## src/rtl/decoder_pkg.sv

```systemverilog
// Shared types and constants for the latched chip-select decoder.
// Latency: n/a (declarations only).
// Backpressure: n/a.
//
// Contents:
//   state_t        - controller states IDLE / ASSERT / RECOVER
//   EN_OK_PATTERN  - en value that qualifies a request ({hi, lo, lo})
//   enable_ok()    - helper that applies the enable polarity
package decoder_pkg;

  typedef enum logic [1:0] {
    IDLE    = 2'd0,
    ASSERT  = 2'd1,
    RECOVER = 2'd2
  } state_t;

  // en[2] is active-high, en[1:0] are active-low, so the only qualifying
  // pattern is 3'b100.
  localparam logic [2:0] EN_OK_PATTERN = 3'b100;

  function automatic logic enable_ok(input logic [2:0] en);
    return (en == EN_OK_PATTERN);
  endfunction

endpackage

```

## src/rtl/onehot_decode.sv

```systemverilog
// Combinational address to active-low one-hot decoder.
// Latency: 0 cycles (pure combinational).
// Backpressure: none; output follows inputs.
//
// Ports:
//   addr   - index of the bit to pull low
//   act    - when low, every output bit stays high (nothing selected)
//   sel_n  - active-low one-hot result, 2**ADDR_W bits
module onehot_decode #(
  parameter int ADDR_W = 3
) (
  input  logic [ADDR_W-1:0]      addr,
  input  logic                   act,
  output logic [2**ADDR_W-1:0]   sel_n
);

  always_comb begin
    sel_n = '1;
    if (act) begin
      sel_n[addr] = 1'b0;
    end
  end

endmodule

```

## src/rtl/latched_chip_select_decoder.sv

```systemverilog
// Latched chip-select decoder: a qualified strobe latches addr and drives one
// active-low select for HOLD_CYC cycles, then a one-cycle recovery with done.
// Latency: select goes low the cycle after the accept edge; requests while busy are dropped and flagged in overrun.
//
// Ports:
//   clk      - single clock, rising edge
//   rst      - synchronous active-high reset, highest priority
//   addr     - select address, captured only on accept
//   en       - enables, {active-high, active-low, active-low}
//   strobe   - request to start a select cycle
//   abort    - ends an ongoing assertion on the next edge
//   clr_err  - clears overrun (a simultaneous new overrun wins)
//   sel_n    - registered active-low one-hot chip selects
//   busy     - high from accept through recovery
//   done     - one-cycle pulse during recovery
//   overrun  - sticky: a strobe arrived while busy
module latched_chip_select_decoder
  import decoder_pkg::*;
#(
  parameter int ADDR_W   = 3,
  parameter int HOLD_CYC = 2
) (
  input  logic                   clk,
  input  logic                   rst,
  input  logic [ADDR_W-1:0]      addr,
  input  logic [2:0]             en,
  input  logic                   strobe,
  input  logic                   abort,
  input  logic                   clr_err,
  output logic [2**ADDR_W-1:0]   sel_n,
  output logic                   busy,
  output logic                   done,
  output logic                   overrun
);

  localparam int N     = 2**ADDR_W;
  localparam int CNT_W = $clog2(HOLD_CYC + 1);

  // The counter holds "assert cycles remaining after this one", so a load of
  // HOLD_CYC-1 followed by an exit at zero gives exactly HOLD_CYC cycles.
  localparam logic [CNT_W-1:0] CNT_LOAD = CNT_W'(HOLD_CYC - 1);
  localparam logic [CNT_W-1:0] CNT_ONE  = CNT_W'(1);

  state_t              state_q, state_d;
  logic [CNT_W-1:0]    cnt_q, cnt_d;
  logic [ADDR_W-1:0]   addr_q, addr_d;
  logic [N-1:0]        sel_n_q, sel_n_d;
  logic                busy_q, busy_d;
  logic                done_q, done_d;
  logic                overrun_q, overrun_d;
  logic                busy_now;

  assign busy_now = (state_q != IDLE);

  // Next-state, counter and address capture.
  always_comb begin
    state_d = state_q;
    cnt_d   = cnt_q;
    addr_d  = addr_q;

    case (state_q)
      IDLE: begin
        if (strobe && enable_ok(en)) begin
          state_d = ASSERT;
          cnt_d   = CNT_LOAD;
          addr_d  = addr;
        end
      end
      ASSERT: begin
        if (abort || (cnt_q == '0)) begin
          state_d = RECOVER;
          cnt_d   = '0;
        end else begin
          cnt_d = cnt_q - CNT_ONE;
        end
      end
      RECOVER: begin
        state_d = IDLE;
      end
      default: begin
        state_d = IDLE;
        cnt_d   = '0;
      end
    endcase
  end

  // Output next-values are derived from the next state so the registered
  // outputs line up with the state they describe.
  always_comb begin
    busy_d = (state_d != IDLE);
    done_d = (state_d == RECOVER);

    // A set condition in the same cycle as clr_err keeps the flag high.
    overrun_d = overrun_q;
    if (strobe && busy_now) begin
      overrun_d = 1'b1;
    end else if (clr_err) begin
      overrun_d = 1'b0;
    end
  end

  // Decoding the next address (not the latched one) lets the select go low
  // in the first ASSERT cycle without an extra pipeline stage.
  onehot_decode #(
    .ADDR_W (ADDR_W)
  ) u_onehot_decode (
    .addr  (addr_d),
    .act   (state_d == ASSERT),
    .sel_n (sel_n_d)
  );

  always_ff @(posedge clk) begin
    if (rst) begin
      state_q   <= IDLE;
      cnt_q     <= '0;
      addr_q    <= '0;
      sel_n_q   <= '1;
      busy_q    <= 1'b0;
      done_q    <= 1'b0;
      overrun_q <= 1'b0;
    end else begin
      state_q   <= state_d;
      cnt_q     <= cnt_d;
      addr_q    <= addr_d;
      sel_n_q   <= sel_n_d;
      busy_q    <= busy_d;
      done_q    <= done_d;
      overrun_q <= overrun_d;
    end
  end

  assign sel_n   = sel_n_q;
  assign busy    = busy_q;
  assign done    = done_q;
  assign overrun = overrun_q;

endmodule

```

## config.mk

```make
export PLATFORM = sky130hd
export DESIGN_NAME = latched_chip_select_decoder
export DESIGN_NICKNAME = d
export VERILOG_FILES = /design/src/rtl/decoder_pkg.sv /design/src/rtl/onehot_decode.sv /design/src/rtl/latched_chip_select_decoder.sv
export SDC_FILE = /design/constraint.sdc
export NUM_CORES = 1
export LEC_CHECK = 0
export ABC_AREA = 1
export CORE_UTILIZATION = 41
export CTS_CLUSTER_DIAMETER = 120
export DETAILED_ROUTE_END_ITERATION = 12
export PLACE_DENSITY_LB_ADDON = 0.3
export SLEW_MARGIN = 5
export SYNTH_ARGS = -nofsm -noshare
export SYNTH_HDL_FRONTEND = slang
export SYNTH_HIERARCHICAL = 1
export SYNTH_SLANG_ARGS = --single-unit
```

## constraint.sdc

```tcl
create_clock -name clk -period 1.6 [get_ports clk]
set_clock_uncertainty 0.2 [all_clocks]
set_input_delay 0.32 -clock clk [delete_from_list [all_inputs] [get_ports clk]]
set_output_delay 0.32 -clock clk [all_outputs]
set_load 0.005 [all_outputs]
```

# Word level (Yosys, flattened, before mapping)
# Index checks and enable logic that the tools add are counted.
[classes]
n_addsub = 1
multipliers = 0
div = 0
n_lt_le_gt_ge = 2
n_eq_ne = 6
n_shift = 0
n_mux = 12
bitwise = 3
n_reduce_logical = 11
[ops]
columns = ["cell", "count"]
rows = [
  ["2-bit two-way mux", 4],
  ["8-bit NOT", 1],
  ["3-bit two-way mux", 2],
  ["2-bit one-hot mux with 3 select lines", 1],
  ["2-bit nonzero test", 3],
  ["2-bit by 1-bit equality test with 1-bit output, second input constant", 2],
  ["2-bit equality test, second input constant", 2],
  ["2-bit zero test", 2],
  ["3-bit by 4-bit less-than comparator with 1-bit output, second input constant", 1],
  ["2-bit one-hot mux with 2 select lines", 1],
  ["1-bit demux with 3-bit select", 1],
  ["3-bit equality test, second input constant", 1],
  ["3-bit by 1-bit greater-or-equal comparator with 1-bit output, second input constant", 1],
  ["1-bit logical AND", 3],
  ["1-bit two-way mux", 3],
  ["2-bit != test, second input constant", 1],
  ["1-bit NOT", 2],
  ["2-bit AND reduction", 1],
  ["2-bit OR reduction", 1],
  ["2-bit by 1-bit subtractor with 2-bit output, second input constant", 1],
  ["1-bit logical OR", 1],
]
[totals]
register_bits = 18
latch_bits = 0
mem_bits_rw = 0
mem_bits_ro = 0
input_bits = 11
output_inout_bits = 11
wordCells = 42
memories = 0

# Longest topological paths before layout
# Gate-level depths: netlist of run 1.
[depth]
ltp_word = 9
depth_mapped = 10
depth_no_buf = 10

# Hierarchy
# Netlist of run 1, hierarchy kept.
[modules_own_cells]
columns = ["mod", "instances", "cells_each", "area_each_um2", "seq_area_each_um2"]
rows = [
  ["latched_chip_select_decoder", 1, 88, 708.2, 360.3],
  ["onehot_decode", 1, 19, 73.8, 0.0],
]

# Worst setup path before layout of run 1
# OpenSTA, ideal clock, no wires.
[synth_path]
path_type = "reg-to-reg"
startpoint = "register cnt_q[0]"
endpoint = "register sel_n_q[0], in the netlist sel_n[0]"
setup_ns = 0.120
arrival_ns = 1.322
required_time_ns = 1.280
path_slack_ns = -0.042
stages_incl_launch_ff = 10
path_buffers = 0
period_less_slack_ns = 1.642
path_cell_list = "dfxtp_1 > inv_1 > ha_1 > nor2_1 > nand2_1 > nand2_1 > inv_1 > nor2_2 > nand2_1 > or2_1"
[synth_via]
elab_chain_len = 7
[synth_rtl]
columns = ["item", "line_no", "source"]
rows = [
  ["start: declaration", "latched_chip_select_decoder.sv:45", "logic [CNT_W-1:0] cnt_q, cnt_d;"],
  ["start signal: assignment", "latched_chip_select_decoder.sv:123", "cnt_q <= cnt_d;"],
  ["2-bit zero test", "latched_chip_select_decoder.sv:70", "if (abort || (cnt_q == '0)) begin"],
  ["1-bit logical OR", "latched_chip_select_decoder.sv:70", ""],
  ["2-bit two-way mux", "latched_chip_select_decoder.sv:70", ""],
  ["2-bit one-hot mux with 2 select lines", "latched_chip_select_decoder.sv:61", "case (state_q)"],
  ["2-bit by 1-bit equality test with 1-bit output", "latched_chip_select_decoder.sv:108", ".act (state_d == ASSERT),"],
  ["1-bit NOT (no source line)", "n/a", ""],
  ["2-bit OR reduction (no source line)", "n/a", ""],
  ["end signal: assignment", "latched_chip_select_decoder.sv:125", "sel_n_q <= sel_n_d;"],
  ["end: declaration", "latched_chip_select_decoder.sv:47", "logic [N-1:0] sel_n_q, sel_n_d;"],
]
# Every way passes these cells.
# A chain may end at the register's enable or synchronous reset.

# Worst setup path in the final report of run 1
[layout_path]
startpoint = "register state_q[1]"
endpoint = "register sel_n_q[4], in the netlist sel_n[4]"
[layout_via]
elab_chain_len = 7
elab_cells_between_ends = 15
classes_between = "order compare: 2; eq/ne: 2; mux: 6; bitwise: 2; reduce/logical: 3"
[layout_rtl]
columns = ["item", "line_no", "source"]
rows = [
  ["start: declaration", "latched_chip_select_decoder.sv:44", "state_t state_q, state_d;"],
  ["start signal: assignment", "latched_chip_select_decoder.sv:122", "state_q <= state_d;"],
  ["2-bit zero test *", "latched_chip_select_decoder.sv:61", ""],
  ["3-bit two-way mux *", "latched_chip_select_decoder.sv:61", ""],
  ["named net addr_d[2]", "latched_chip_select_decoder.sv:46", "logic [ADDR_W-1:0] addr_q, addr_d;"],
  ["3-bit by 4-bit less-than comparator with 1-bit output (not written as such) / 3-bit by 1-bit greater-or-equal comparator with 1-bit output (equally long branches)", "onehot_decode.sv:20", "sel_n[addr] = 1'b0;"],
  ["1-bit logical AND (not written as such)", "onehot_decode.sv:20", ""],
  ["1-bit two-way mux (not written as such)", "onehot_decode.sv:20", ""],
  ["1-bit demux with 3-bit select *", "n/a", ""],
  ["8-bit NOT (no source line) *", "n/a", ""],
]
# The timed path passes the listed nets; every way through them passes the cells marked *.

==> results.txt, run 1 <==
- The run finished, with violations left.
* Violated checks: negative setup slack
- Max Slew Vio Count: 0
- XOR/XNOR Fraction of Synth Area: 0
- Cells after Synth: approximately 110
- The min-delay analysis places its worst path in the category primary input to register.
* Deepest clock path buffer count: 2
* Category of the most critical setup path: register to register
- The clock net in this run drives a total of 18 sinks.
* Cell variety after synth: 15
- Fraction of layout instances using a drive strength above 1: 0.413
- The number of antenna violations at the first check in global routing is 0.
- Largest family of logic cells by synthesized area: simple AND/OR/NAND/NOR gates
* Total routing usage reported by global routing: 0.186
- Unrepaired setup endpoints after global routing: true
- Across the run, the number of max-cap violations was 0.
- Data on the critical path is required at its endpoint by approximately 1.6 ns.
- Final wirelength: around 1900 um
* DRC errors left: 0
* Pre-CTS WS: -0.536 ns
* Arithmetic-cell share of the synthesized area counting full adders, half adders and majority gates: 0.0160
- In this run the tightest slew margin relative to its limit is 0.891.
* Total clock buffers created by CTS: 3
* Per-cell via count in the routed design: about 4.5
- Register clock-pin slew on the reported worst setup and hold paths: roughly 0.10 ns
- Library cell used as clock root buffer: clkbuf_4
* Clock tree from TritonCTS: done
* Post-layout instance count excluding filler cells: 175
- The die covers between 2000 and 2500 sq um.
* DRC marker count from the first detailed-route iteration: 11
- For this run, the number of Yosys warnings is 6.
- Entering global routing, the biggest net connects 11 pins.
- The worst-case IR drop observed on VDD is slightly below 0.4 mV.
* Biggest area consumer among synthesized cells: dfxtp_1
* Wire length of the first global-routing pass: between 2000 and 3000 um
- In the final timing run, aggregate negative setup slack is -0.101 ns.
- Synthesis inferred 18 register bits.
* Detailed placement HPWL: 1190 um
- For this configuration, the core starts out at a cell density of 0.443.
- Overall overflow remaining after global route: 0
- The synthesized-area fraction occupied by ao, oa, aoi and oai cells was 0.0320.
- Number of instances in the placed design: 162
- The clock reaches the later pin of the worst-skew pair after between 0.2 and 0.3 ns.
- Summing every instance area after synthesis gives 782 sq um.
- Dividing total power by cell area gives a power density of ~680 nW/um^2.
* Area growth syn-to-layout: 63.2%
* Simple-Gate Fraction of Synth Area: 0.365
- Via count of the first global-routing pass: about 680
* CTS H-Tree Depth: 1
- In this run the worst path has a maximum fanout of 6.
- Die X-Extent: 45.7 um
- Category of the worst setup path capture point: register
- Nets@finish: 163
- Measured against the total synthesized area, the mux share comes to 0.
- Placeable core region: 1760 sq um
- Total leakage power: around 0.55 nW
- The floorplan has 15 rows.
* Min cycle time layout: between 1.5 and 2 ns
* Peak Freq: 610 MHz
- Largest cells by area after synthesis: dfxtp_1 46%, nand2_1 11%, inv_1 9.6%, or2_1 6.4%, nor2_1 5.3%
- Last weighted congestion value of the routability-driven placer: between 0.7 and 0.8
* Length of the first detailed-routing pass in iterations: 4
- Category of the worst setup path launch point: register
- Register-to-register path setup slack: -0.04 ns
- I/O Pins: 22
- Final number of hold-violating endpoints: 0
- Synthesized net count: 119
- Critical path data arrival time: approximately 1.6 ns
* Final critical-path share of the clock period: 1.02
* Number of vias in the routed layout: between 700 and 800
* Syn avg cell area: around 7.3 sq um
- Final hold slack: roughly 0.23 ns
- The share of the Yosys chip area taken by registers is 0.461.
* # port buffers: 21
- Share of the synthesized area in the top cell type: 0.461
- Setup WS post-layout: -0.0384 ns
- Antenna Cells: 0
- At the pin with the least slew margin, the transition time is about 0.16 ns.
- ANT nets after route: 0
- Final setup viols: 6
- Die outline height: about 46 um
- Dividing the detail-routed wire length by the instance count gives about 11 um.
## path summary, 6_finish.rpt
| path | from | to | cells past startpoint |
|---|---|---|---|
| worst min register to register | overrun | overrun | 2 |
| worst max-delay path | state_q[1] | sel_n[4] | 9 |
| worst min-delay path | strobe | overrun | 3 |
| worst max register to register | state_q[1] | sel_n[4] | 9 |
## stage by stage
step / power, mW / area, sq um / utilization
CTS: 0.843 / 1150 / 0.651
floorplan: 0.516 / 785 / -
detailed placement: 0.574 / 1100 / 0.621
global route: 0.903 / 1280 / 0.723
global placement: 0.571 / 1100 / 0.621
finish: 0.865 / 1280 / 0.723
## layout by cell type, fill, tap and decap left out
master	count
a21oi_1	4
buf_4	19
clkbuf_4	3
clkbuf_8	1
clkdlybuf4s15_1	1
clkdlybuf4s50_1	6
dfxtp_1	13
dfxtp_2	4
dfxtp_4	1
dlygate4sd2_1	14
ha_2	1
inv_1	13
inv_2	8
inv_4	3
inv_6	1
nand2_1	16
nand2_2	6
nand2_4	1
nand3_1	3
nand3_2	4
nand4_4	1
nor2_1	7
nor2_2	3
nor2_4	6
nor3_1	2
o21ai_0	1
or2_1	8
## Yosys cell counts (all sizes together)
master,instances
buf,1
dfxtp,18
nand3,7
nand4,1
o21ai,1
nor2,16
ha,1
nand2,23
nor3,2
or2,8
a21oi,4
inv,25
## worst max-delay path: stages, from the launching register on
cell and delay [ns]:
dfxtp_4 0.38, nor2_4 0.11, nand4_4 0.14, nand2_2 0.10
nand2_2 0.09, inv_4 0.10, inv_2 0.05, nor2_4 0.09
nand2_1 0.05, or2_1 0.23
## routing by layer
layer | up-vias | GRT usage | share of wire
met2 | 16 | 0.329 | 0.49
li1 | 400 | - | -
met3 | 4 | 0.0357 | 0.038
met5 | - | 0 | 0
met1 | 362 | 0.224 | 0.45
met4 | 0 | 0.0545 | 0.019
## what timing repair did
item,CTS,global route
resized for setup,28,26
hold buffers,0,0
setup buffers,1,8
pin swaps,6,16
endpoints found under the setup margin,19,8
## area by class of cell
class / count / area (sq um)
timing repair buffer: 40 / 335
clock buffer: 4 / 36.3
multi-input combinational: 63 / 398
fill: 141 / 488
inverter: 25 / 106
sequential: 18 / 369
tap: 25 / 31.3
## registers in the layout, indices dropped and copies added, names as in the netlist
signal   cells
sel_n        8
cnt_q        2
busy         1
overrun      1
done         1
addr_q       3
state_q      2
## where the power goes
group / switching (mW) / total [mW] / internal (mW)
sequential: 0.00295 / 0.457 / 0.454
clock: 0.135 / 0.273 / 0.138
combinational: 0.0688 / 0.135 / 0.0659
total: 0.207 / 0.865 / 0.658
## logic make-up after synthesis
group | Yosys count
buffers and inverters | 26
adder cells (fa/ha/maj) | 1
AO/OA/AOI/OAI | 5
AND/OR/NAND/NOR | 57
flip-flops | 18
No activity file was read; power rests on OpenSTA's default activity.
==> inputs of run 2 (changes only) <==
CORE_ASPECT_RATIO = 1.1   (was not set)
==> run 2 against run 1 <==
Effect of this change: the run ends with design-rule violations, negative setup slack left; global-route usage fell by 0.88 points; worst hold slack improved by 0.034 ns; via count increased by 2.9%; setup slack got worse by 0.028 ns; highest routed layer unchanged.
==> results.txt, run 2 (synthesized netlist as in run 1, its figures left out) <==
- Largest net degree at the start of global routing: 19 (+8)
* Critical path data arrival time: 1.67 ns (+0.05 ns)
- The number of sinks handled by clock tree synthesis was 18 (unchanged).
* I/O Pins: 22 (unchanged)
- For this design, the slowest cell found on the critical path is dfxtp_4.
* Register-to-register path setup slack: -0.07 ns (-0.03 ns)
* Area of the die: 2090 sq um (about the same)
- ANT nets after route: 0 (unchanged)
- The clock tree buffer depth was 2 (unchanged).
- The worst setup path is captured at a register.
- Placeable core region: 1780 sq um (+0.99%)
* Nets@finish: 161 (-1.2%)
* Worst vdd ir: 0.535 mV (+36%)
* Total clock buffers created by CTS: 3 (unchanged)
- Violated checks: design-rule violations, negative setup slack
- Area growth syn-to-layout: 62.9%
* Final hold slack: 0.261 ns (+0.0343 ns)
* Category of the most critical setup path: register to register
- Initial cell density of the core: 0.439 (-0.00436)
- The post-detailed-routing wire length was 2030 um (+6.0%).
* Seq pwr share: 0.515 (-0.013)
* Cell breakdown of the critical path: inv_2 > nand3_2 > nor2_4 > nand3_2 > nand2_4 > inv_4 > nor2_4 > nand2_1 > or2_1
* Final-layout fill cell count: 139 (-1.4%)
* Post-layout instance count excluding filler cells: 166 (-5.1%)
- The clock input transition at the sequential cells of the worst setup and hold paths came to 0.10 ns (about the same).
* Final setup viols: 4 (-2)
- Worst hold path type: register to register
- Critical Path Fanout Max: 4 (-2)
* Switching portion of total power: 0.252 (+0.0127)
- The maximum clock frequency came to 600 MHz (-1.7%).
- Area of all placed cells without fillers: 1270 sq um (-0.20%)
- The utilization after layout came to 0.715 (-0.00852).
- PnR Total Power: 0.888 mW (+2.6%)
* Clock Latency Late Sink: 0.30 ns (+0.02 ns)
* Pwr/cell area: 697 nW/um^2 (+2.8%)
- The number of max-capacitance violations reported is 0 (unchanged).
- The antenna diode count is 0 (unchanged).
- The count of H-tree levels built during CTS came to 1 (unchanged).
* WL per Instance: 12.2 um (+12%)
* DRC errors left: 4 (+4)
- CTS placed an instance of clkbuf_4 at the clock tree root.
- On the critical path the largest part of the delay comes from simple AND/OR/NAND/NOR gates.
* Commonest cells after routing, fill and taps aside: 16 x nand2_1, 16 x dfxtp_1, 15 x dlygate4sd2_1, 15 x buf_4, 13 x inv_1
* Wire length of the first global-routing pass: 2530 um (-8.7%)
- Setup TNS: -0.126 ns (-0.0252 ns)
- The floorplan die width was 43.6 um (-4.4%).
- NetSw: 0.223 mW (+8.1%)
- Clock tree from TritonCTS: done
- The endpoint required time on the critical path came to 1.60 ns (+0.02 ns).
* Last weighted congestion value of the routability-driven placer: 0.779 (+2.4%)
* Overall overflow remaining after global route: 0 (unchanged)
- Min cycle time layout: 1.67 ns (+0.0284 ns)
* Total leakage power: 0.552 nW (about the same)
- The detailed-router iteration count before antenna repair came to 8 (+4).
- Pre-CTS WS: -0.519 ns (+0.0179 ns)
- The number of buffers inserted for hold repair after clock tree synthesis came to 0 (unchanged).
* Relative slew slack: 0.898 (+0.00741)
* Setup WS post-layout: -0.0668 ns (-0.0284 ns)
- The run finished, with violations left.
* Internal cell power: 0.664 mW (+0.91%)
- The final number of hold-violating endpoints is 0 (unchanged).
* Area of placed instances: 1070 sq um (-2.4%)
* Number of vias in the routed layout: 805 (+2.9%)
- The maximum single-stage delay on the critical path came to 0.37 ns (about the same).
- The flip-flop count of the largest register, all copies and words added is 8 (unchanged).
- Detailed placement HPWL: 1070 um (-10%)
- Share of power burned in combinational logic: 0.163 (+0.007)
- Antenna violations before repair: 0 (unchanged)
- Clock network fraction of design power: 0.322 (+0.006)
- The layout cell share with drive strength beyond 1 is 0.385 (-0.0282).
- Actual slew at the worst max-slew pin: 0.151 ns (-0.0125 ns)
- Die outline height: 47.8 um (+4.7%)
- The global router's overall resource usage was 0.177 (-0.00884).
- The buffer and inverter count on the worst path was 2 (unchanged).
- The worst setup path is launched from a register.
- Setup repair after global routing could not meet its margin everywhere.
* Max Slew Vio Count: 0 (unchanged)
- The detailed-route vias per instance came to 4.85 (+8.5%).
- The number of global-route vias before repair came to 633 (-6.2%).
- The number of cells after detailed placement was 151 (-6.8%).
- Final critical-path share of the clock period: 1.04 (+0.0178)
* DRC marker count from the first detailed-route iteration: 23 (+12)
- The number of buffers inserted by port buffering was 21 (unchanged).
- Number of cell rows: 16 (+1)
[run 2: final timing paths]
kind,startpoint,endpoint,cells past startpoint
worst max-delay path,state_q[1],sel_n[0],9
worst max register to register,state_q[1],sel_n[0],9
worst min-delay path,overrun,overrun,2
worst min register to register,overrun,overrun,2
[run 2: metal layers]
metal	wire, um	GRT usage	share of wire	up-vias
li1	-	-	-	401
met1	797	0.180	0.39	365
met2	1030	0.319	0.51	32
met3	136	0.0453	0.067	7
met4	68	0.131	0.033	0
met5	0	0	0	-
[run 2: layout make-up]
class,count,area [sq um],share of cell area
Tap cell,18,22.5,0.0177
Inverter,25,101,0.0796
Clock buffer,4,36.3,0.0285
Multi-Input combinational cell,63,413,0.324
Timing Repair Buffer,38,335,0.263
Sequential cell,18,365,0.287
[run 2: power by group through the flow]
stage | Sequential [mW] | Clock, mW | Combinational [mW]
final | 0.457 | 0.286 | 0.145
after global routing | 0.458 | 0.308 | 0.157
after CTS | 0.458 | 0.282 | 0.112
after detailed placement | 0.468 | 0 | 0.104
after global placement | 0.468 | 0 | 0.101
after floorplan | 0.468 | 0 | 0.0474
[run 2: worst register-to-register path, delay by kind of cell (launching register included)]
family,cells,cell delay [ns]
buffers and inverters,2,0.10
AND/OR/NAND/NOR,7,0.89
flip-flops,1,0.37
[run 2: timing repair]
item	CTS	global route
setup buffers	4	7
setup endpoints to repair	19	9
hold endpoints to repair	0	0
pin swaps	8	19
gates resized for setup	25	27
